### config.mk
export PLATFORM = sky130hd
export DESIGN_NAME = controlador_vitais
export DESIGN_NICKNAME = d
export VERILOG_FILES = /design/src/rtl/vitais_pkg.sv /design/src/rtl/canal_vital.sv /design/src/rtl/controlador_vitais.sv
export SDC_FILE = /design/constraint.sdc
export NUM_CORES = 1
export LEC_CHECK = 0
export ABC_AREA = 1
export BUFFER_PORTS_ARGS = -buffer_cell sky130_fd_sc_hd__buf_4
export CORE_MARGIN = 1.5
export CORE_UTILIZATION = 51
export CTS_BUF_LIST = sky130_fd_sc_hd__clkbuf_4
export DETAILED_ROUTE_END_ITERATION = 8
export MAX_ROUTING_LAYER = met4
export PLACE_DENSITY_LB_ADDON = 0.3
export SETUP_SLACK_MARGIN = 0.15
export SLEW_MARGIN = 25
export SYNTH_ARGS = -nofsm -noshare
export SYNTH_HDL_FRONTEND = slang
export SYNTH_HIERARCHICAL = 1
export SYNTH_SLANG_ARGS = --single-unit
### constraint.sdc
create_clock -name clk -period 4.3 [get_ports clk]
set_input_delay 0.86 -clock clk [delete_from_list [all_inputs] [get_ports clk]]
set_output_delay 0.86 -clock clk [all_outputs]
set_load 0.005 [all_outputs]
### src/rtl/vitais_pkg.sv
// Shared types and helpers for the vital-channel engine: FSM states,
// saturating arithmetic and extraction of per-channel decay periods.
package vitais_pkg;

    typedef enum logic {
        VIVO  = 1'b0,
        MORTO = 1'b1
    } estado_t;

    localparam int MAX_ATTR = 8;
    localparam int PER_W    = 16;

    function automatic int sat_add(input int a, input int b, input int maxv);
        return (a + b > maxv) ? maxv : a + b;
    endfunction

    function automatic int sat_sub(input int a, input int b);
        return (a < b) ? 0 : a - b;
    endfunction

    function automatic logic [PER_W-1:0] decay_slice(input logic [MAX_ATTR*PER_W-1:0] per,
                                                     input int idx);
        return per[idx*PER_W +: PER_W];
    endfunction

endpackage

### src/rtl/canal_vital.sv
// One vital channel: value register, decay counter and the combined clamp update.
// Action and decay step land together in one cycle; new value and critico appear one edge later.
module canal_vital
    import vitais_pkg::*;
#(
    parameter int               WIDTH    = 8,
    parameter logic [PER_W-1:0] PER      = 16'd10,
    parameter int               INIT_VAL = 2**WIDTH - 1,
    parameter int               LIMIAR   = 2**(WIDTH - 2)
) (
    input  logic             clk,
    input  logic             rst,
    input  logic             recarga,
    input  logic             tick_ev,
    input  logic             acao_en,
    input  logic             acao_sub,
    input  logic [WIDTH-1:0] acao_delta,
    output logic [WIDTH-1:0] valor,
    output logic             critico
);

    localparam int               MAXV = 2**WIDTH - 1;
    localparam logic [WIDTH-1:0] INIT = WIDTH'(INIT_VAL);
    localparam logic [WIDTH-1:0] LIM  = WIDTH'(LIMIAR);

    logic [PER_W-1:0] cnt;
    logic             passo;
    int               liquido;
    logic [WIDTH-1:0] prox;

    // A zero period disables decay for this channel entirely.
    assign passo = tick_ev && (PER != '0) && (cnt == PER - 16'd1);

    always_comb begin
        liquido = 0;
        if (acao_en) begin
            liquido = acao_sub ? -int'(acao_delta) : int'(acao_delta);
        end
        if (passo) begin
            liquido = liquido - 1;
        end
        if (liquido >= 0) begin
            prox = WIDTH'(sat_add(int'(valor), liquido, MAXV));
        end else begin
            prox = WIDTH'(sat_sub(int'(valor), -liquido));
        end
    end

    always_ff @(posedge clk) begin
        if (rst || recarga) begin
            cnt     <= '0;
            valor   <= INIT;
            critico <= 1'b0;
        end else begin
            if (tick_ev && (PER != '0)) begin
                cnt <= passo ? '0 : cnt + 16'd1;
            end
            if (passo || acao_en) begin
                valor   <= prox;
                critico <= (prox <= LIM);
            end
        end
    end

endmodule

### src/rtl/controlador_vitais.sv
// N-channel vital engine: prescaler/tick, grace-to-death FSM, action decode and error pulse.
// Actions take effect one edge after acceptance; acao_ready drops while dead (no queuing).
module controlador_vitais
    import vitais_pkg::*;
#(
    parameter int                   N_ATTR      = 3,
    parameter int                   WIDTH       = 8,
    parameter int                   TICK_DIV    = 25000000,
    parameter logic [N_ATTR*16-1:0] DECAY_PER   = {16'd10, 16'd20, 16'd30},
    parameter int                   INIT_VAL    = 2**WIDTH - 1,
    parameter int                   LIMIAR      = 2**(WIDTH - 2),
    parameter int                   GRACE_TICKS = 5,
    localparam int                  CW          = (N_ATTR > 1) ? $clog2(N_ATTR) : 1
) (
    input  logic                    clk,
    input  logic                    rst,
    input  logic                    pausa,
    input  logic                    acao_valid,
    output logic                    acao_ready,
    input  logic [CW-1:0]           acao_canal,
    input  logic [WIDTH-1:0]        acao_delta,
    input  logic                    acao_sub,
    input  logic                    reviver,
    output logic [N_ATTR*WIDTH-1:0] attr_bus,
    output logic [N_ATTR-1:0]       critico,
    output logic                    morreu,
    output logic                    erro_canal,
    output logic                    tick
);

    localparam int                          PW      = $clog2(TICK_DIV);
    localparam logic [PW-1:0]               PRE_MAX = PW'(TICK_DIV - 1);
    localparam int                          GW      = $clog2(GRACE_TICKS + 1);
    localparam logic [GW-1:0]               G_LAST  = GW'(GRACE_TICKS - 1);
    localparam logic [MAX_ATTR*PER_W-1:0]   PER_EXT = (MAX_ATTR*PER_W)'(DECAY_PER);

    estado_t           estado, prox_estado;
    logic [PW-1:0]     pre_cnt;
    logic [GW-1:0]     gcnt;
    logic              ativo, tick_ev, aceita, canal_ok, recarga, any_zero;
    logic [N_ATTR-1:0] zero_vec;

    assign ativo      = (estado == VIVO) && !pausa;
    assign tick_ev    = ativo && (pre_cnt == PRE_MAX);
    assign acao_ready = (estado == VIVO);
    assign aceita     = acao_valid && acao_ready;
    assign canal_ok   = 32'(acao_canal) < N_ATTR;
    assign recarga    = (estado == MORTO) && reviver;
    assign morreu     = (estado == MORTO);
    assign any_zero   = |zero_vec;

    for (genvar i = 0; i < N_ATTR; i++) begin : g_canal
        canal_vital #(
            .WIDTH    (WIDTH),
            .PER      (decay_slice(PER_EXT, i)),
            .INIT_VAL (INIT_VAL),
            .LIMIAR   (LIMIAR)
        ) u_canal (
            .clk        (clk),
            .rst        (rst),
            .recarga    (recarga),
            .tick_ev    (tick_ev),
            .acao_en    (aceita && canal_ok && (32'(acao_canal) == i)),
            .acao_sub   (acao_sub),
            .acao_delta (acao_delta),
            .valor      (attr_bus[i*WIDTH +: WIDTH]),
            .critico    (critico[i])
        );
        assign zero_vec[i] = (attr_bus[i*WIDTH +: WIDTH] == '0);
    end

    always_comb begin
        prox_estado = estado;
        case (estado)
            VIVO:  if (tick_ev && any_zero && (gcnt == G_LAST)) prox_estado = MORTO;
            MORTO: if (reviver) prox_estado = VIVO;
            default: prox_estado = VIVO;
        endcase
    end

    always_ff @(posedge clk) begin
        if (rst) begin
            estado     <= VIVO;
            pre_cnt    <= '0;
            gcnt       <= '0;
            tick       <= 1'b0;
            erro_canal <= 1'b0;
        end else begin
            estado     <= prox_estado;
            tick       <= tick_ev;
            erro_canal <= aceita && !canal_ok;
            if (tick_ev) begin
                pre_cnt <= '0;
            end else if (ativo) begin
                pre_cnt <= pre_cnt + 1'b1;
            end
            // Revive keeps the prescaler phase but restarts the grace window.
            if (recarga) begin
                gcnt <= '0;
            end else if (tick_ev) begin
                gcnt <= any_zero ? gcnt + 1'b1 : '0;
            end
        end
    end

endmodule

==> out/qor.csv, run 1 <==
stage,metric,value,unit
outcome,outcome,finished with violations,
outcome,failing checks,negative setup slack,
run,Max Cap Violations,0,
sta,crit path time final,4.34,ns
yosys,#FFs+latches synth,106,
finish,fraction of layout cells with a size suffix above 1,0.328,
critical_path,CP dominant cell by count,nand2_2,
yosys,Synth Area per Inst,6.13,µm²
placement,routability cong.,0.915,
critical_path,FF-to-FF Start,pre_cnt[2],
critical_path,Critical Path Start,pausa,
finish,Syn-to-layout area delta,31.4,%
global_route,first-pass GRT wire length,47800,µm
critical_path,critical path class,in -> reg,
global_route,Tot GR Track Use,0.266,
routing,drt first pass iters,7,
critical_path,Required @ worst endpoint,4.73,ns
finish,final net count,2147,
power,total power draw,2690,µW
critical_path,CP Capture Type,flop,
routing,Total Wirelength,30200,µm
critical_path,Crit path depth,35,
sta,actual slew at the worst max-slew pin,0.923,ns
routing,Starting DRT DRC Count,768,
clock_network,Skew-Pair Late Insertion Delay,0.51,ns
yosys,Main synth FF type,dfxtp_1,
power,worst vdd rail ir drop,0.138,mV
finish,fill cell total of the finished layout,1765,
power,pwr/cell area,188,nW/µm²
yosys,Post-Syn Area,10900,µm²
routing,drt wl/cell,12.9,µm
floorplanning,cell row count,53,
sta,crit share post-route,1.01,
clock_network,H-tree levels,3,
routing,number of vias per cell,5.16,
critical_path,Worst path top cell family by delay,simple AND/OR/NAND/NOR gates,
yosys,"Warnings, synthesis",6,
global_route,antenna violations before repair,1,
sta,Max Freq,0.230,GHz
floorplanning,initial core utilization,0.519,
routing,drt drc,0,
routing,DR vias,12100,
global_route,largest net degree at the start of global routing,22,
clock_network,maximum clock path buffer count,2,
clock_network,"Hold-fix buffers, CTS",0,
sta,Clock Skews,0.0292,ns
floorplanning,Core Area,21000,µm²
critical_path,crit start category,primary input,
critical_path,CP Max Fanout,7,
yosys,Gate Count Post-Synth,1775,
critical_path,CP endpoint,g_canal[2].u_canal/critico,
floorplanning,Die Span Y,149,µm
critical_path,"setup slack, reg-to-reg",0,ns
placement,HPWL after DPL,22600,µm
sta,Slew headroom,0.382,
sta,final setup margin,-0.0410,ns
clock_network,Root Buffer,clkbuf_4,
sta,final hold vios,0,
yosys,Netlist cell types,60,
yosys,sequential area share after synthesis,0.195,
critical_path,worst reg2reg path endpoint,g_canal[2].u_canal/critico,
worst_hold_path,Min-Delay Startpoint,g_canal[1].u_canal/cnt[15],
global_route,Congestion Overflow GR,0,
critical_path,crit path max-delay cell type,ha_4,
critical_path,Worst Path Arrival,4.77,ns
placement,IO buf count,46,
routing,Antenna Nets Post-Route,0,
critical_path,Crit path buffers/inverters,8,
clock_network,Num CTS Buffers,9,
placement,"worst slack, placed",-0.527,ns
power,static leakage power,0.00700,µW
floorplanning,Die Area,22200,µm²
critical_path,reg2reg path depth,35,
floorplanning,I/O pins,47,
global_route,vias in the first global route,10900,
yosys,syn nets,1865,
sta,Pins Over Slew Limit,0,
clock_network,CTS tree,built,
yosys,Post-synth EDFFs,0,
worst_hold_path,min-delay worst type,reg -> reg,
worst_hold_path,Hold Path Cell Cnt,2,
floorplanning,die width,149,µm
sta,RSZ-0062 raised after global routing,yes,
clock_network,"CTS clk-pin slew, worst paths",0.20,ns
sta,Final Setup Violations,2,
yosys,"Async S/R FF share, synth",0,
critical_path,Worst path max stage delay,0.28,ns
clock_network,clock sink count,106,
==> power by group <==
part	total, µW	internal [µW]	switching, µW
logic	1140	524	619
clock network	522	130	393
registers	1020	996	25.9
==> cells in the mapped netlist, drive strengths merged, types with 8 or more instances <==
master / number / area [µm²]
nand4: 26 / 178
clkinv: 8 / 36.3
dfxtp: 106 / 2120
o21ai: 76 / 418
ha: 68 / 851
nor2: 296 / 1360
a21oi: 92 / 494
buf: 12 / 110
inv: 275 / 1030
nor3: 30 / 180
xnor2: 16 / 140
nand2: 514 / 2130
xor2: 35 / 307
nand3: 154 / 921
==> per-layer routing <==
metal  vias up  GRT usage  share of wire
met5         -          -              0
met4         0     0.0703          0.015
met3        41     0.0303          0.038
met2       281      0.462           0.50
met1      5541      0.326           0.45
li1       6204          -              -
==> worst min-delay path, stage by stage, from the launching register on <==
cell     delay (ns)
dfxtp_1        0.35
inv_1          0.06
a21oi_1        0.05
==> cell usage in the layout, fill, tap and decap left out, drive strengths merged, types with 2 or more instances in the layout <==
cell type,count
nand2,514
nor2,296
buf,286
inv,279
nand3,154
dfxtp,106
a21oi,92
o21ai,76
ha,68
xor2,35
nor3,30
nand4,26
xnor2,16
clkinv,11
clkbuf,9
o211ai,7
nor3b,6
o21bai,6
fa,6
or2,5
nor4,4
a31oi,4
nand3b,4
o21a,3
and2,3
o31ai,3
o32ai,2
a22oi,2
a211o,2
a221oi,2
==> logic make-up (layout without fill, tap and decap cells) <==
family	count (synthesis)	in the layout	share of synthesized area
AO/OA/AOI/OAI	203	203	0.112
AND/OR/NAND/NOR	1043	1043	0.454
XOR/XNOR	51	51	0.0410
other	0	1	0
flip-flops	106	106	0.195
buffers and inverters	298	585	0.110
adder cells (fa/ha/maj)	74	74	0.0892
==> what timing repair did <==
item / 4_1_cts / 5_1_grt
endpoints found under the setup margin: 19 / 27
resized for setup: 30 / 155
setup buffers: 6 / 34
pin swaps: 17 / 99
==> through the flow <==
stage	utilization	cells	hold slack [ns]	cell area [µm²]	setup TNS [ns]
final	0.682	2338	0.479	14300	-0.0667
after global routing	0.682	2338	0.503	14300	-3.58
after CTS	0.644	2303	0.481	13500	0
after detailed placement	0.630	2281	0.457	13200	-8.73
after global placement	0.630	2281	0.451	13200	-6.10
after floorplan	-	1775	0.439	11100	-1.01
==> state kept, by name, indices dropped and copies added (netlist names) <==
name / count
morreu: 1
erro_canal: 1
pre_cnt: 25
tick: 1
g_canal.u_canal/cnt: 48
gcnt: 3
g_canal.u_canal/valor: 24
g_canal.u_canal/critico: 3
==> how the worst min path moves through the flow <==
stage | slack [ns] | endpoint
finish | 0.48 | g_canal[1].u_canal/cnt[15]
global route | 0.50 | g_canal[1].u_canal/cnt[15]
CTS | 0.48 | g_canal[1].u_canal/cnt[15]
detailed placement | 0.46 | g_canal[1].u_canal/cnt[15]
global placement | 0.45 | g_canal[1].u_canal/cnt[15]
floorplan | 0.44 | g_canal[1].u_canal/cnt[15]
==> final cells by class <==
type                    instances  area, µm²  share of cell area
multi-input cells            1371       8380               0.586
well taps                     275        344              0.0241
repair buffers                286       2220               0.155
clock buffers                   9       67.6             0.00473
flip-flops and latches        106       2150               0.150
clock inverters                 7       60.1             0.00420
inverters                     283       1070              0.0751
diodes                          1       2.50            0.000175
No activity file was read; power rests on OpenSTA's default activity.
==> run 2: changes to the inputs <==
--- a/config.mk
+++ b/config.mk
@@ -17,5 +17,4 @@
 export SLEW_MARGIN = 25
 export SYNTH_ARGS = -nofsm -noshare
 export SYNTH_HDL_FRONTEND = slang
-export SYNTH_HIERARCHICAL = 1
 export SYNTH_SLANG_ARGS = --single-unit
==> out/qor.csv, run 2 <==
stage,metric,value,unit,change
outcome,outcome,finished clean,,
sta,Max Freq,0.248,GHz,+7.8%
power,static leakage power,0.00627,µW,-11%
yosys,Post-Syn Area,10000,µm²,-7.7%
sta,RSZ-0062 raised after global routing,yes,,
finish,"commonest non-fill, non-tap cell in the layout",nand2_1,,
clock_network,"CTS clk-pin slew, worst paths",0.15,ns,-0.05 ns
finish,final net count,1982,,-7.7%
routing,Total Wirelength,28900,µm,-4.2%
power,Net Switching,935,µW,-9.9%
sta,crit path time final,4.03,ns,-0.315 ns
critical_path,Crit path depth,28,,-20%
critical_path,critical path class,in -> reg,,
yosys,"Warnings, synthesis",0,,-6
critical_path,Worst Path Arrival,4.46,ns,-0.31 ns
worst_hold_path,min-delay worst type,reg -> reg,,
clock_network,Root Buffer,clkbuf_4,,
routing,drt drc,0,,unchanged
critical_path,worst reg2reg path endpoint,g_canal[2].u_canal.critico,,
yosys,Synth area leader,dfxtp_1,,
critical_path,CP endpoint,g_canal[2].u_canal.critico,,
finish,biggest regs,"g_canal.u_canal.cnt: 48 flops, pre_cnt: 25 flops, g_canal.u_canal.valor: 24 flops",,
sta,actual slew at the worst max-slew pin,0.949,ns,+0.0262 ns
yosys,synth top area cells,"dfxtp_1, nand2_1, inv_1",,
floorplanning,I/O pins,47,,unchanged
critical_path,Worst path top cell family by delay,simple AND/OR/NAND/NOR gates,,
finish,"leading cell types in the layout, fill and taps excluded","nand2_1, buf_4, inv_1",,
critical_path,Critical Path Start,pausa,,
critical_path,FF-to-FF Start,morreu,,
global_route,antenna violations before repair,1,,unchanged
clock_network,maximum clock path buffer count,2,,unchanged
power,pwr/cell area,192,nW/µm²,+2.1%
yosys,post-synth top area share,0.211,,+0.0163
finish,Largest register FFs,48,,unchanged
global_route,vias in the first global route,10100,,-7.2%
critical_path,crit path max-delay cell type,ha_4,,
clock_network,Num CTS Buffers,9,,unchanged
floorplanning,cell row count,51,,-3.8%
sta,Final Setup Violations,0,,-2
global_route,first-pass GRT wire length,45200,µm,-5.5%
routing,Antenna Nets Post-Route,0,,unchanged
clock_network,"Hold-fix buffers, CTS",0,,unchanged
critical_path,reg2reg path depth,27,,-23%
floorplanning,Die Span Y,143,µm,-3.9%
sta,final hold vios,0,,unchanged
placement,IO buf count,46,,unchanged
run,Max Cap Violations,0,,unchanged
routing,DR vias,11300,,-6.6%
critical_path,CP Max Fanout,6,,-1
global_route,Congestion Overflow GR,0,,unchanged
floorplanning,Core Area,19400,µm²,-7.4%
yosys,Synth Area per Inst,6.15,µm²,+0.30%
routing,Starting DRT DRC Count,723,,-5.9%
global_route,largest net degree at the start of global routing,19,,-14%
yosys,Netlist cell types,55,,-8.3%
critical_path,crit start category,primary input,,
critical_path,Worst path max stage delay,0.29,ns,about the same
sta,Pins Over Slew Limit,0,,unchanged
yosys,"Async S/R FF share, synth",0,,unchanged
yosys,Main synth FF type,dfxtp_1,,
power,switching part of the total,0.369,,-0.0171
power,clock power share,0.199,,+0.005
placement,routability cong.,0.936,,+2.3%
sta,Slew headroom,0.365,,-0.0176
finish,post-route cell area,13200,µm²,-7.6%
sta,crit share post-route,0.936,,-0.0732
finish,fraction of layout cells with a size suffix above 1,0.291,,-0.0373
global_route,Tot GR Track Use,0.277,,+0.0111
placement,DP Area,12200,µm²,-7.8%
yosys,syn nets,1719,,-7.8%
floorplanning,initial core utilization,0.518,,-0.00168
power,worst vdd rail ir drop,0.149,mV,+7.5%
yosys,top-count cell post-synth,nand2_1,,
clock_network,Skew-Pair Late Insertion Delay,0.51,ns,about the same
clock_network,clock sink count,106,,unchanged
critical_path,Required @ worst endpoint,4.73,ns,about the same
power,Reg power frac,0.402,,+0.022
finish,most flop-heavy register,g_canal.u_canal.cnt,,
worst_hold_path,Min-Delay Startpoint,g_canal[2].u_canal.critico,,
power,internal power,1600,µW,-3.1%
clock_network,H-tree levels,3,,unchanged
power,Comb power frac,0.399,,-0.026
routing,number of vias per cell,5.20,,+0.84%
critical_path,Crit path buffers/inverters,3,,-5
yosys,Gate Count Post-Synth,1633,,-8.0%
clock_network,CTS tree,built,,
yosys,Post-synth top cells,"nand2_1, inv_1, nor2_1",,
yosys,Post-synth EDFFs,0,,unchanged
routing,drt wl/cell,13.3,µm,+3.4%
yosys,sequential area share after synthesis,0.211,,+0.0163
power,total power draw,2530,µW,-5.7%
floorplanning,die width,143,µm,-3.9%
placement,HPWL after DPL,22300,µm,-1.6%
routing,drt first pass iters,6,,-1
floorplanning,Die Area,20500,µm²,-7.6%
critical_path,CP Capture Type,flop,,
critical_path,"setup slack, reg-to-reg",0.35,ns,+0.35 ns
yosys,#FFs+latches synth,106,,unchanged
sta,Clock Skews,0.0293,ns,+0.000166 ns
finish,Syn-to-layout area delta,31.6,%,
-- run 2: cells by family after synthesis --
kind of cell,Yosys count,synth area share
buffers and inverters,257,0.0999
AOI/OAI and AO/OA,196,0.112
xor gates and xnor gates,53,0.0485
DFF,106,0.211
adders and majority gates,70,0.0917
and+or+nand+nor,951,0.436
-- run 2: power groups by stage --
stage	sequential, µW	clock (µW)	combinational [µW]
floorplan	1030	0	548
global placement	1040	0	878
detailed placement	1040	0	894
CTS	1020	525	900
global route	1020	560	1110
finish	1020	504	1010
-- run 2: timing repair --
| item | in CTS | in global routing |
|---|---|---|
| resized for setup | 0 | 179 |
| endpoints found under the setup margin | 0 | 27 |
| setup buffers | 0 | 32 |
-- run 2: area by class of cell --
type	count	area, µm²
multi-input combinational	1270	7620
fill	1710	6190
sequential	106	2160
timing repair buffer	273	2080
inverter	236	891
tap	265	332
clock buffer	10	75.1
clock inverter	5	47.5
antenna	1	2.50
-- run 2: per-stage QoR --
step,TNS (ns),worst slack (ns),hold slack [ns],util,instances
after floorplan,0,0.148,0.437,-,1633
after global placement,-3.81,-0.315,0.448,0.628,2118
after detailed placement,-5.45,-0.348,0.464,0.628,2118
after CTS,0,0.174,0.486,0.634,2133
after global routing,0,0.0245,0.505,0.681,2166
final,0,0.274,0.497,0.681,2166
-- run 2: worst reg2reg max path: cells and delay by family (launching register included) --
family / cells / cell delay [ns]
AND/OR/NAND/NOR: 21 / 2.41
AO/OA/AOI/OAI: 3 / 0.52
flip-flops: 1 / 0.41
adder cells (fa/ha/maj): 1 / 0.29
buffers and inverters: 2 / 0.27
-- run 2: worst min path at each step --
stage | cells past startpoint | slack, ns | to
floorplan | 1 | 0.44 | g_canal[2].u_canal.cnt[14]
global placement | 1 | 0.45 | g_canal[2].u_canal.cnt[14]
detailed placement | 1 | 0.46 | g_canal[2].u_canal.cnt[14]
CTS | 1 | 0.49 | g_canal[2].u_canal.cnt[14]
global route | 2 | 0.50 | g_canal[2].u_canal.critico
finish | 2 | 0.50 | g_canal[2].u_canal.critico
-- run 2: per-layer routing --
layer / up-vias / part of all wire / track usage
li1: 5827 / - / -
met1: 5123 / 0.45 / 0.344
met2: 279 / 0.48 / 0.469
met3: 44 / 0.046 / 0.0350
met4: 0 / 0.024 / 0.0886
met5: - / 0 / -
==> run 3: changes to the inputs <==
--- a/config.mk
+++ b/config.mk
@@ -11,10 +11,12 @@
 export CORE_UTILIZATION = 51
 export CTS_BUF_LIST = sky130_fd_sc_hd__clkbuf_4
 export DETAILED_ROUTE_END_ITERATION = 8
+export GPL_TIMING_DRIVEN = 0
 export MAX_ROUTING_LAYER = met4
 export PLACE_DENSITY_LB_ADDON = 0.3
 export SETUP_SLACK_MARGIN = 0.15
 export SLEW_MARGIN = 25
 export SYNTH_ARGS = -nofsm -noshare
 export SYNTH_HDL_FRONTEND = slang
+export SYNTH_HIERARCHICAL = 1
 export SYNTH_SLANG_ARGS = --single-unit
==> out/qor.csv, run 3 (synthesis results as in run 1) <==
stage,metric,value,unit,change
outcome,outcome,finished with violations,,
outcome,failing checks,negative setup slack,,
global_route,Tot GR Track Use,0.253,,-0.0247
routing,met3 wire len,1020,µm,-24%
clock_network,CTS tree,built,,
sta,actual slew at the worst max-slew pin,0.759,ns,-0.190 ns
routing,routed metal-1 wire length,12800,µm,-0.64%
sta,final hold vios,0,,unchanged
critical_path,Worst path max stage delay,0.27,ns,-0.02 ns
floorplanning,initial core utilization,0.519,,+0.00168
sta,final setup margin,-0.0997,ns,-0.374 ns
global_route,antenna violations before repair,2,,+1
run,Max Cap Violations,0,,unchanged
floorplanning,die width,149,µm,+4.0%
critical_path,CP Max Fanout,5,,-1
sta,Final Setup Violations,2,,+2
critical_path,Required @ worst endpoint,4.71,ns,-0.02 ns
clock_network,"CTS clk-pin slew, worst paths",0.17,ns,+0.02 ns
routing,Max Used Layer,met4,,
power,static leakage power,0.00643,µW,+2.6%
finish,final net count,2019,,+1.9%
critical_path,worst reg2reg path endpoint,g_canal[0].u_canal/critico,,
sta,Clock Skews,0.0326,ns,+0.00328 ns
power,total power draw,2620,µW,+3.3%
critical_path,reg2reg path depth,36,,+33%
worst_hold_path,Hold Path Cell Cnt,2,,unchanged
routing,Total Wirelength,29100,µm,+0.64%
floorplanning,Die Area,22200,µm²,+8.2%
worst_hold_path,min-delay worst type,reg -> reg,,
sta,crit share post-route,1.02,,+0.0869
critical_path,FF-to-FF Start,pre_cnt[8],,
global_route,vias in the first global route,10200,,+1.5%
global_route,first-pass GRT wire length,45500,µm,+0.72%
placement,"worst slack, placed",-1.02,ns,-0.669 ns
critical_path,Worst path top cell family by delay,simple AND/OR/NAND/NOR gates,,
clock_network,maximum clock path buffer count,2,,unchanged
critical_path,crit start category,primary input,,
finish,post-route cell area,13600,µm²,+3.2%
power,pwr/cell area,192,nW/µm²,about the same
finish,Syn-to-layout area delta,25.3,%,
power,worst vdd rail ir drop,0.162,mV,+8.7%
clock_network,H-tree levels,3,,unchanged
floorplanning,Core Area,21000,µm²,+8.0%
placement,HPWL after DPL,20600,µm,-7.7%
critical_path,crit path max-delay cell type,ha_4,,
finish,most flop-heavy register,g_canal.u_canal/cnt,,
placement,IO buf count,46,,unchanged
sta,Slew headroom,0.492,,+0.127
sta,Min Hold Slack,0.484,ns,-0.0136 ns
routing,DR vias,11600,,+2.6%
critical_path,"setup slack, reg-to-reg",-0.1,ns,-0.45 ns
critical_path,CP Capture Type,flop,,
routing,drt wl/cell,13.1,µm,-1.4%
finish,Largest register FFs,48,,unchanged
sta,crit path time final,4.40,ns,+0.374 ns
global_route,Congestion Overflow GR,0,,unchanged
routing,routed wl met2,14700,µm,+5.7%
critical_path,Crit path buffers/inverters,5,,+2
routing,Antenna Nets Post-Route,0,,unchanged
sta,setup TNS after final layout,-0.102,ns,-0.102 ns
clock_network,Skew-Pair Late Insertion Delay,0.52,ns,about the same
clock_network,clock sink count,106,,unchanged
finish,biggest regs,"g_canal.u_canal/cnt: 48 flops, pre_cnt: 25 flops, g_canal.u_canal/valor: 24 flops",,
placement,DP Area,11800,µm²,-3.0%
clock_network,Num CTS Buffers,9,,unchanged
floorplanning,I/O pins,47,,unchanged
critical_path,Worst Path Arrival,4.81,ns,+0.35 ns
sta,RSZ-0062 raised after global routing,yes,,
finish,fraction of layout cells with a size suffix above 1,0.303,,+0.0119
floorplanning,Die Span Y,149,µm,+4.0%
worst_hold_path,WHS Endpoint,g_canal[1].u_canal/critico,,
routing,drt first pass iters,5,,-1
finish,"commonest non-fill, non-tap cell in the layout",nand2_1,,
clock_network,Root Buffer,clkbuf_4,,
critical_path,critical path class,in -> reg,,
finish,fill cell total of the finished layout,1892,,+11%
sta,Max Freq,0.227,GHz,-8.5%
routing,drt drc,0,,unchanged
sta,Pins Over Slew Limit,0,,unchanged
placement,routability cong.,0.911,,-2.7%
routing,number of vias per cell,5.23,,+0.47%
floorplanning,cell row count,53,,+3.9%
finish,"leading cell types in the layout, fill and taps excluded","nand2_1, inv_1, nor2_1",,
global_route,largest net degree at the start of global routing,21,,+2
routing,Starting DRT DRC Count,649,,-10%
worst_hold_path,Min-Delay Startpoint,g_canal[1].u_canal/critico,,
-- run 3: changes by cell type in the layout (fill, tap and decap cells not counted), sizes merged, moves of 6 or more --
cell,before,now
nand4,42,26
inv,237,279
nor2,239,296
xnor2,22,16
clkinv,4,10
buf,273,154
nor4,12,4
o21ai,63,76
a211oi,10,1
nand2,442,514
-- run 3: how the worst max path moves through the flow --
stage / start / endpoint / cells after the start / slack, ns
4_1_cts: pre_cnt[24] / g_canal[0].u_canal/critico / 37 / 0.14
6_report: pausa / g_canal[0].u_canal/critico / 37 / -0.1
3_5_place_dp: pausa / g_canal[0].u_canal/critico / 36 / -1.02
5_1_grt: pre_cnt[8] / g_canal[0].u_canal/critico / 38 / -0.37
3_3_place_gp: pausa / g_canal[0].u_canal/critico / 36 / -0.98
2_1_floorplan: pausa / g_canal[0].u_canal/critico / 35 / -0.24
-- run 3: power by group --
group / switching (µW) / internal [µW]
logic: 615 / 441
clock network: 407 / 135
registers: 26.7 / 993
-- run 3: tightest hold or removal path: stages (launching register included) --
cell     delay [ns]
dfxtp_1        0.35
nand2_1        0.07
a21oi_2        0.05
-- run 3: final cells by class --
type | count | area [µm²] | share of cell area
antenna | 3 | 7.51 | 0.000551
clock buffer | 9 | 67.6 | 0.00496
inverter | 283 | 1100 | 0.0806
buffer | 15 | 130 | 0.00954
tap | 275 | 344 | 0.0252
clock inverter | 7 | 72.6 | 0.00532
sequential | 106 | 2170 | 0.159
multi-input combinational | 1371 | 8640 | 0.634
timing repair buffer | 143 | 1100 | 0.0808
-- run 3: metrics by stage --
step / util / std cells
finish: 0.651 / 2212
global route: 0.651 / 2212
CTS: 0.604 / 2167
detailed placement: 0.564 / 2096
global placement: 0.564 / 2096
floorplan: - / 1775
-- run 3: timing repair --
action,4_1_cts,5_1_grt
hold buffers,0,0
endpoints found under the setup margin,27,27
pin swaps,58,117
resized for setup,84,182
buffers inserted,55,42
-- run 3: metal layers --
metal | vias to the layer above | GRT usage
li1 | 5961 | -
met1 | 5314 | 0.312
met2 | 247 | 0.440
met3 | 44 | 0.0278
met4 | 0 | 0.0599
met5 | - | -
